<file path="config.mk">
export PLATFORM = sky130hd
export DESIGN_NAME = sdm_core_flat
export DESIGN_NICKNAME = d
export VERILOG_FILES = /design/src/rtl/sdm_core_if.sv /design/src/rtl/sdm_core.sv /design/src/flat_wrapper.sv
export SDC_FILE = /design/constraint.sdc
export NUM_CORES = 1
export LEC_CHECK = 0
export CAP_MARGIN = 10
export CORE_ASPECT_RATIO = 0.7
export CORE_UTILIZATION = 30
export CTS_CLUSTER_DIAMETER = 100
export DETAILED_ROUTE_END_ITERATION = 16
export HOLD_SLACK_MARGIN = 0.02
export PLACE_DENSITY_LB_ADDON = 0.12
export SYNTH_ARGS = -nofsm -noshare
export SYNTH_HDL_FRONTEND = slang
export SYNTH_SLANG_ARGS = --single-unit
export TNS_END_PERCENT = 10
</file>
<file path="constraint.sdc">
create_clock -name aclk -period 2.3 [get_ports aclk]
set_clock_uncertainty 0.1 [all_clocks]
set_input_delay 0.46 -clock aclk [delete_from_list [all_inputs] [get_ports aclk]]
set_output_delay 0.46 -clock aclk [all_outputs]
set_load 0.005 [all_outputs]
</file>
<file path="src/rtl/sdm_core_if.sv">
// Connects the register block's enable/value outputs to the sigma-delta modulator
// and carries the modulator's status back.
interface sdm_core_if;
  logic        enable;
  logic [31:0] value;
  logic        pdm_out;
  logic        pdm_tick;
  logic        frame_start;
  logic        running;

  modport master (
    output enable, value,
    input  pdm_out, pdm_tick, frame_start, running
  );

  modport slave (
    input  enable, value,
    output pdm_out, pdm_tick, frame_start, running
  );
endinterface

</file>
<file path="src/rtl/sdm_core.sv">
// First-order sigma-delta (PDM) modulator whose ones-density is value/2^DATA_W.
// New levels are latched only at frame boundaries so register writes never disturb a frame.
module sdm_core #(
  parameter int unsigned DATA_W  = 8,
  parameter int unsigned CLK_DIV = 4
) (
  input logic       aclk,
  input logic       aresetn,
  sdm_core_if.slave bus
);

  localparam int unsigned DIV_W = (CLK_DIV > 1) ? $clog2(CLK_DIV) : 1;
  localparam logic [DIV_W-1:0] DIV_LAST = DIV_W'(CLK_DIV - 1);

  typedef enum logic [1:0] {IDLE, START, RUN} state_t;

  state_t            state;
  logic [DATA_W-1:0] acc;
  logic [DATA_W-1:0] shadow;
  logic [DATA_W-1:0] frame_cnt;
  logic [DIV_W-1:0]  div_cnt;
  logic              pdm_out_q;
  logic              pdm_tick_q;
  logic              frame_start_q;
  logic              running_q;
  logic [DATA_W:0]   sum;
  logic              unused_value_hi;

  assign sum             = {1'b0, acc} + {1'b0, shadow};
  assign unused_value_hi = ^bus.value[31:DATA_W];

  always_ff @(posedge aclk) begin
    if (!aresetn) begin
      state         <= IDLE;
      acc           <= '0;
      shadow        <= '0;
      frame_cnt     <= '0;
      div_cnt       <= '0;
      pdm_out_q     <= 1'b0;
      pdm_tick_q    <= 1'b0;
      frame_start_q <= 1'b0;
      running_q     <= 1'b0;
    end else begin
      // Strobes are single-cycle; only a tick raises them.
      pdm_tick_q    <= 1'b0;
      frame_start_q <= 1'b0;
      case (state)
        IDLE: begin
          pdm_out_q <= 1'b0;
          running_q <= 1'b0;
          acc       <= '0;
          div_cnt   <= '0;
          frame_cnt <= '0;
          if (bus.enable) state <= START;
        end
        START: begin
          if (bus.enable) begin
            shadow    <= bus.value[DATA_W-1:0];
            acc       <= '0;
            div_cnt   <= '0;
            frame_cnt <= '0;
            running_q <= 1'b1;
            state     <= RUN;
          end else begin
            running_q <= 1'b0;
            state     <= IDLE;
          end
        end
        RUN: begin
          if (!bus.enable) begin
            // Disable takes priority over a coincident tick.
            pdm_out_q <= 1'b0;
            running_q <= 1'b0;
            acc       <= '0;
            state     <= IDLE;
          end else if (div_cnt == DIV_LAST) begin
            div_cnt       <= '0;
            pdm_out_q     <= sum[DATA_W];
            acc           <= sum[DATA_W-1:0];
            pdm_tick_q    <= 1'b1;
            frame_start_q <= (frame_cnt == '0);
            frame_cnt     <= frame_cnt + DATA_W'(1);
            // Last tick of the frame: the new level applies from the next frame.
            if (&frame_cnt) shadow <= bus.value[DATA_W-1:0];
          end else begin
            div_cnt <= div_cnt + DIV_W'(1);
          end
        end
        default: begin
          state <= IDLE;
        end
      endcase
    end
  end

  assign bus.pdm_out     = pdm_out_q;
  assign bus.pdm_tick    = pdm_tick_q;
  assign bus.frame_start = frame_start_q;
  assign bus.running     = running_q;

endmodule

</file>
<file path="src/flat_wrapper.sv">
// flat-port wrapper written by rule: the top's interface ports become plain ports
module sdm_core_flat 
#(
  parameter int unsigned DATA_W  = 8,
  parameter int unsigned CLK_DIV = 4
)
  (aclk, aresetn, bus_enable, bus_value, bus_pdm_out, bus_pdm_tick, bus_frame_start, bus_running);
  sdm_core_if bus_i ();
  input logic aclk;
  input logic aresetn;
  input wire logic [$bits(bus_i.enable)-1:0] bus_enable;
  input wire logic [$bits(bus_i.value)-1:0] bus_value;
  output wire logic [$bits(bus_i.pdm_out)-1:0] bus_pdm_out;
  output wire logic [$bits(bus_i.pdm_tick)-1:0] bus_pdm_tick;
  output wire logic [$bits(bus_i.frame_start)-1:0] bus_frame_start;
  output wire logic [$bits(bus_i.running)-1:0] bus_running;
  assign bus_i.enable = bus_enable;
  assign bus_i.value = bus_value;
  assign bus_pdm_out = bus_i.pdm_out;
  assign bus_pdm_tick = bus_i.pdm_tick;
  assign bus_frame_start = bus_i.frame_start;
  assign bus_running = bus_i.running;
  sdm_core #(.DATA_W(DATA_W), .CLK_DIV(CLK_DIV)) u_core (.aclk(aclk), .aresetn(aresetn), .bus(bus_i));
endmodule
</file>
==> impl_metrics.json, run 1 <==
{
  "outcome": "finished clean",
  "setup_viol": 0,
  "cts_htree_levels": 2,
  "path_max_fanout": 3,
  "tightest_slew_ns": 0.4692,
  "reg2regPathDepth": 7,
  "ir_worst_vdd_v": 0.0002186,
  "numCtsBuffers": 5,
  "synth_area_leaders": "dfxtp_1 40%, ha_1 8.5%, nand3_1 4.3%, xnor2_1 3.8%, o21ai_0 3.4%",
  "synth-main-ff-cell": "dfxtp_1",
  "crit_arrival_ns": 2.24,
  "wl_microns": 3396,
  "synth_area_sq_um": 1619,
  "fp.coreArea_sq_um": 4992,
  "place_ws_ns": 0.001186,
  "fmax_ghz": 0.4570,
  "finalNetCount": 245,
  "synth_nets": 225,
  "cts_hold_repair.buffers": 0,
  "dp.cells": 260,
  "num_vias": 1261,
  "setup_tns_ns": 0,
  "avgSynthCellArea_sq_um": 9.096,
  "detail-route-antenna-nets": 0,
  "hold_class": "register to register",
  "final_common_cell": "dfxtp_1",
  "port_buffers": 14,
  "relSlewSlack_pct": 68.68,
  "syn_to_final_growth_pct": 19.32,
  "drtPass1Iterations": 4,
  "rsz0062_at_grt": "no",
  "clkLatencyLatePin_ns": 0.27,
  "layout.cells.non_filler": 267,
  "grt_pass1_wl_microns": 5947,
  "viasPerCell": 4.723,
  "synth_top_area_share_pct": 39.57,
  "grt_max_degree": 17,
  "syn_inst": 178,
  "hold_depth": 2,
  "period_share_pct": 95.13,
  "ys_ff_latch": 32,
  "grt.busiest_layer": "met1",
  "initial_core_util_pct": 32.43,
  "synth.largest_area_cell": "dfxtp_1",
  "gp_congestion": 0.7520,
  "mostFrequentLayoutCells": "32 x dfxtp_1, 14 x nand2_1, 14 x nand3_1, 14 x clkdlybuf4s50_1, 13 x nor2_1",
  "antenna_found_initial": 0,
  "fin_ws_ns": 0.1120,
  "drive_above_1_share_pct": 9.596,
  "path_delay_family": "compound AO/OA/AOI/OAI gates",
  "ys_seq_area_share_pct": 39.57,
  "crit_path_cell_trace": "ha_1, fa_1, a211o_1, o211ai_1, a21oi_2, a2111oi_2, nor3_1",
  "gr-usage-all-layers_pct": 13.32,
  "grt_pass1_vias": 1233,
  "cts_num_sinks": 32,
  "yosysUniqueCellTypes": 46,
  "detailed_place_hpwl_microns": 2527,
  "die_w_microns": 89.81,
  "cp_num_buf_inv": 0,
  "io_pins": 39,
  "ys_async_sr_fraction_pct": 0,
  "cpMaxStageDelayCell": "fa_1",
  "num_rows": 21,
  "drc": 0,
  "maxCapViolations": 0,
  "crit_type": "register to register",
  "dr.first_iter.drc_count": 55,
  "diodes": 0,
  "grt_overflow_total": 0,
  "synth_edf_count": 0,
  "use_met2_pct": 18.17,
  "grtUsageMet1_pct": 19.55,
  "leakage_nw": 0.7475,
  "cellPowerDensity_nw_per_um2": 543.4,
  "ys_warn_count": 0,
  "finalHoldViolCount": 0,
  "cts_tree": "built",
  "grtUsageMet3_pct": 3.986,
  "cts.clk_slew.worst_paths_ns": 0.07,
  "fin_util_pct": 38.70,
  "worstHoldStart": "u_core.shadow[4]",
  "reg2reg_from": "u_core.shadow[0]",
  "die_area_sq_um": 5699,
  "die_h_microns": 63.47,
  "holdPathEnd": "u_core.shadow[4]",
  "cts_buffer_depth": 2,
  "critical_path_required_ns": 2.35,
  "r2r-end": "u_core.bus.pdm_out",
  "max_stage_delay_ns": 0.41,
  "slew_viol_final": 0,
  "worst_setup_path_end_kind": "register",
  "ff2ff_setup_slack_ns": 0.11,
  "min_period_ns": 2.188,
  "wire_per_inst_microns": 12.72,
  "setup.worst_path.start_class": "register",
  "cts-root-buf": "clkbuf_8",
  "power.total_mw": 1.050
}
==> kinds of logic (layout without fill, tap and decap cells) <==
logic type	count (synthesis)	after routing	synth area share, %
and+or+nand+nor	66	66	21.33
AOI/OAI and AO/OA	45	45	19.55
DFF	32	32	39.57
adders and majority gates	13	13	10.36
buffers and inverters	11	31	3.168
xor gates and xnor gates	10	10	5.410
muxes	1	1	0.6183
==> worst reg2reg max path, stage by stage, from the launching register on <==
cell	delay [ns]
dfxtp_1	0.32
ha_1	0.24
fa_1	0.41
a211o_1	0.28
o211ai_1	0.16
a21oi_2	0.13
a2111oi_2	0.33
nor3_1	0.10
==> layer usage <==
| metal | vias up | wire length [microns] |
|---|---|---|
| met5 | - | 0 |
| met1 | 560 | 1994 |
| met2 | 16 | 1253 |
| met4 | 0 | 19 |
| met3 | 2 | 129 |
| li1 | 683 | - |
==> Yosys cell counts (all sizes together), types with 3 or more instances <==
cell type	instances
a21oi	10
a22o	4
buf	4
dfxtp	32
ha	11
inv	4
nand2	14
nand3	14
nor2	13
nor2b	3
nor3	8
nor4	3
o211ai	3
o21ai	12
xnor2	7
xor2	3
==> what timing repair did <==
action / 4_1_cts / 5_1_grt
gates resized for setup: 0 / 1
setup buffers: 0 / 0
setup endpoints to repair: 0 / 1
==> through the flow <==
| stage | instance area (sq um) | hold slack (ns) |
|---|---|---|
| finish | 1932 | 0.3650 |
| global route | 1932 | 0.4037 |
| CTS | 1928 | 0.3698 |
| detailed placement | 1851 | 0.3603 |
| global placement | 1851 | 0.3583 |
| floorplan | 1619 | 0.3403 |
==> state kept, by name (all words and copies together) (netlist names) <==
signal / flops
u_core.div_cnt: 2
u_core.frame_cnt: 8
u_core.state: 2
u_core.acc: 8
u_core.shadow: 8
u_core.bus.frame_start: 1
u_core.bus.running: 1
u_core.bus.pdm_tick: 1
u_core.bus.pdm_out: 1
==> power breakdown <==
| part | internal, mW | switching (mW) |
|---|---|---|
| Clock | 0.206 | 0.198 |
| Sequential | 0.561 | 0.00865 |
| Combinational | 0.0377 | 0.0391 |
| Total | 0.804 | 0.246 |
==> worst max path at each step <==
stage,from,endpoint,cells past startpoint
2_1_floorplan,u_core.shadow[0],u_core.bus.pdm_out,7
3_3_place_gp,bus_enable,u_core.bus.pdm_out,6
3_5_place_dp,bus_enable,u_core.bus.pdm_out,6
4_1_cts,u_core.shadow[0],u_core.bus.pdm_out,7
5_1_grt,u_core.acc[0],u_core.bus.pdm_out,7
6_report,u_core.shadow[0],u_core.bus.pdm_out,7
==> layout make-up <==
cell class                      instances  area [sq um]
Clock buffer                            6         72.57
Clock inverter                          1         5.005
Fill cell                             501          3060
Inverter                                5         18.77
Multi-Input combinational cell        135         930.9
Sequential cell                        32         640.6
Tap cell                               69         86.33
Timing Repair Buffer                   19         177.7
(Power assumes the default switching activity.)
==> run 2, diff against run 1 <==
- CORE_UTILIZATION: 30 -> 49
==> run 2 against run 1 <==
Compared with the run above:
- via count is 4.5% higher
- maximum frequency down 1.8%
- global-route usage rose by 6.9 points
- clock-buffer cell count is the same
- core utilization rose by 21 points
- combinational power decreased by 3.1%
- final area down 3.0%
- highest routed layer unchanged
- wire length down 4.8%
- flip-flop and latch count unchanged
- final cell count down 12%
- critical path type unchanged
==> impl_metrics.json, run 2 (same netlist as run 1, synthesis figures left out) <==
{
  "leakage_nw": 0.7375,
  "drive_above_1_share_pct": 8.163,
  "gp_congestion": 0.8342,
  "cts_setup_buffers": 0,
  "seqPwrFrac_pct": 54.8,
  "final_common_cell": "dfxtp_1",
  "cts.clk_slew.worst_paths_ns": 0.06,
  "cts_htree_levels": 2,
  "whs_ns": 0.3673,
  "grtUsageMet3_pct": 6.135,
  "slew_viol_final": 0,
  "fmax_ghz": 0.4490,
  "path_max_fanout": 3,
  "hold_class": "register to register",
  "tightest_slew_ns": 0.4703,
  "setup_viol": 0,
  "wl_microns": 3232,
  "ir_worst_vdd_v": 0.0004142,
  "use_met2_pct": 30.45,
  "critical_path_required_ns": 2.36,
  "grt_pass1_vias": 1204,
  "io_pins": 39,
  "antenna_found_initial": 0,
  "setup.worst_path.start_class": "register",
  "syn_to_final_growth_pct": 15.77,
  "cp_num_buf_inv": 0,
  "crit_path_cell_trace": "ha_1, fa_1, a211o_1, o211ai_1, a21oi_1, a2111oi_2, nor3_1",
  "grt_pass1_wl_microns": 5464,
  "worst_setup_path_end_kind": "register",
  "cts_tree": "built",
  "combPwrFrac_pct": 7.2,
  "viasPerCell": 5.632,
  "min_period_ns": 2.227,
  "detail-route-antenna-nets": 0,
  "grt_max_degree": 18,
  "swShare_pct": 22.86,
  "num_rows": 17,
  "die_area_sq_um": 3542,
  "cts_num_sinks": 32,
  "mostFrequentLayoutCells": "32 x dfxtp_1, 14 x nand2_1, 14 x nand3_1, 14 x clkdlybuf4s50_1, 13 x nor2_1",
  "cpMaxStageDelayCell": "fa_1",
  "outcome": "finished clean",
  "grtUsageMet1_pct": 27.32,
  "diodes": 0,
  "filler_cell_count": 289,
  "grt_overflow_total": 0,
  "worstHoldStart": "u_core.shadow[5]",
  "num_vias": 1318,
  "fin_area_sq_um": 1874,
  "period_share_pct": 96.84,
  "fp.coreArea_sq_um": 3148,
  "critPathLaunch": "u_core.shadow[0]",
  "cts_buffer_depth": 2,
  "drtPass1Iterations": 4,
  "relSlewSlack_pct": 68.61,
  "clkPwrFrac_pct": 38.1,
  "reg2reg_from": "u_core.shadow[0]",
  "initial_core_util_pct": 51.43,
  "detailed_place_hpwl_microns": 2363,
  "gr-usage-all-layers_pct": 20.18,
  "post_cts_resized": 0,
  "netSwitchingPower_uw": 237.7,
  "rsz0062_at_grt": "no",
  "cellPowerDensity_nw_per_um2": 554.8,
  "grt.busiest_layer": "met2",
  "reg.largest.list": "u_core.acc: 8 flops, u_core.frame_cnt: 8 flops, u_core.shadow: 8 flops",
  "die_h_microns": 50.10,
  "cts-root-buf": "clkbuf_8",
  "numCtsBuffers": 5,
  "path_delay_family": "compound AO/OA/AOI/OAI gates",
  "wire_per_inst_microns": 13.81,
  "finalHoldViolCount": 0,
  "port_buffers": 14,
  "setup_tns_ns": 0,
  "die_w_microns": 70.71,
  "finalNetCount": 243,
  "max_stage_delay_ns": 0.40,
  "clkLatencyLatePin_ns": 0.27,
  "crit_type": "register to register",
  "maxCapViolations": 0,
  "dpl_cell_area_sq_um": 1797,
  "cts_hold_repair.buffers": 0,
  "crit_arrival_ns": 2.29,
  "p_int_uw": 802.2,
  "dr.first_iter.drc_count": 105,
  "drc": 0
}
## run 2: routing by layer
layer	share of wire [%]	vias to the layer above
li1	-	684
met1	52	601
met2	41	29
met3	6.2	4
met4	0.84	0
met5	0	-
## run 2: tightest hold or removal path: cells and delay by family (launching register included)
kind	cells	cell delay (ns)
AOI/OAI and AO/OA	1	0.06
DFF	1	0.31
and+or+nand+nor	1	0.05
## run 2: power groups by stage
stage | sequential (mW) | clock [mW] | combinational (mW)
after floorplan | 0.577 | 0 | 0.0475
after global placement | 0.581 | 0 | 0.0718
after detailed placement | 0.582 | 0 | 0.0740
after CTS | 0.569 | 0.406 | 0.0743
after global routing | 0.571 | 0.427 | 0.0821
final | 0.570 | 0.396 | 0.0744
## run 2: final cells by class
class                      instances  area [sq um]  area share, %
inverter                           5         18.77          1.001
clock buffer                       6         72.57          3.872
sequential                        32         640.6          34.18
timing repair buffer              17         162.7          8.678
tap                               38         47.55          2.537
multi-input combinational        135         927.1          49.47
clock inverter                     1         5.005         0.2670
## run 2: final timing paths
path / endpoint / slack (ns) / cells after the start
worst max-delay path: u_core.bus.pdm_out / 0.07 / 7
worst min register to register: u_core.shadow[5] / 0.37 / 2
worst max register to register: u_core.bus.pdm_out / 0.07 / 7
worst min-delay path: u_core.shadow[5] / 0.37 / 2
## run 2: metrics by stage
| stage | util (%) | power [mW] | setup slack, ns | instances |
|---|---|---|---|---|
| after global routing | 59.54 | 1.080 | 0.005527 | 234 |
| after floorplan | - | 0.6243 | 0.2297 | 178 |
| after CTS | 59.54 | 1.050 | 0.09568 | 234 |
| final | 59.54 | 1.040 | 0.07269 | 234 |
| after global placement | 57.07 | 0.6532 | 0.06573 | 227 |
| after detailed placement | 57.07 | 0.6555 | -0.03183 | 227 |
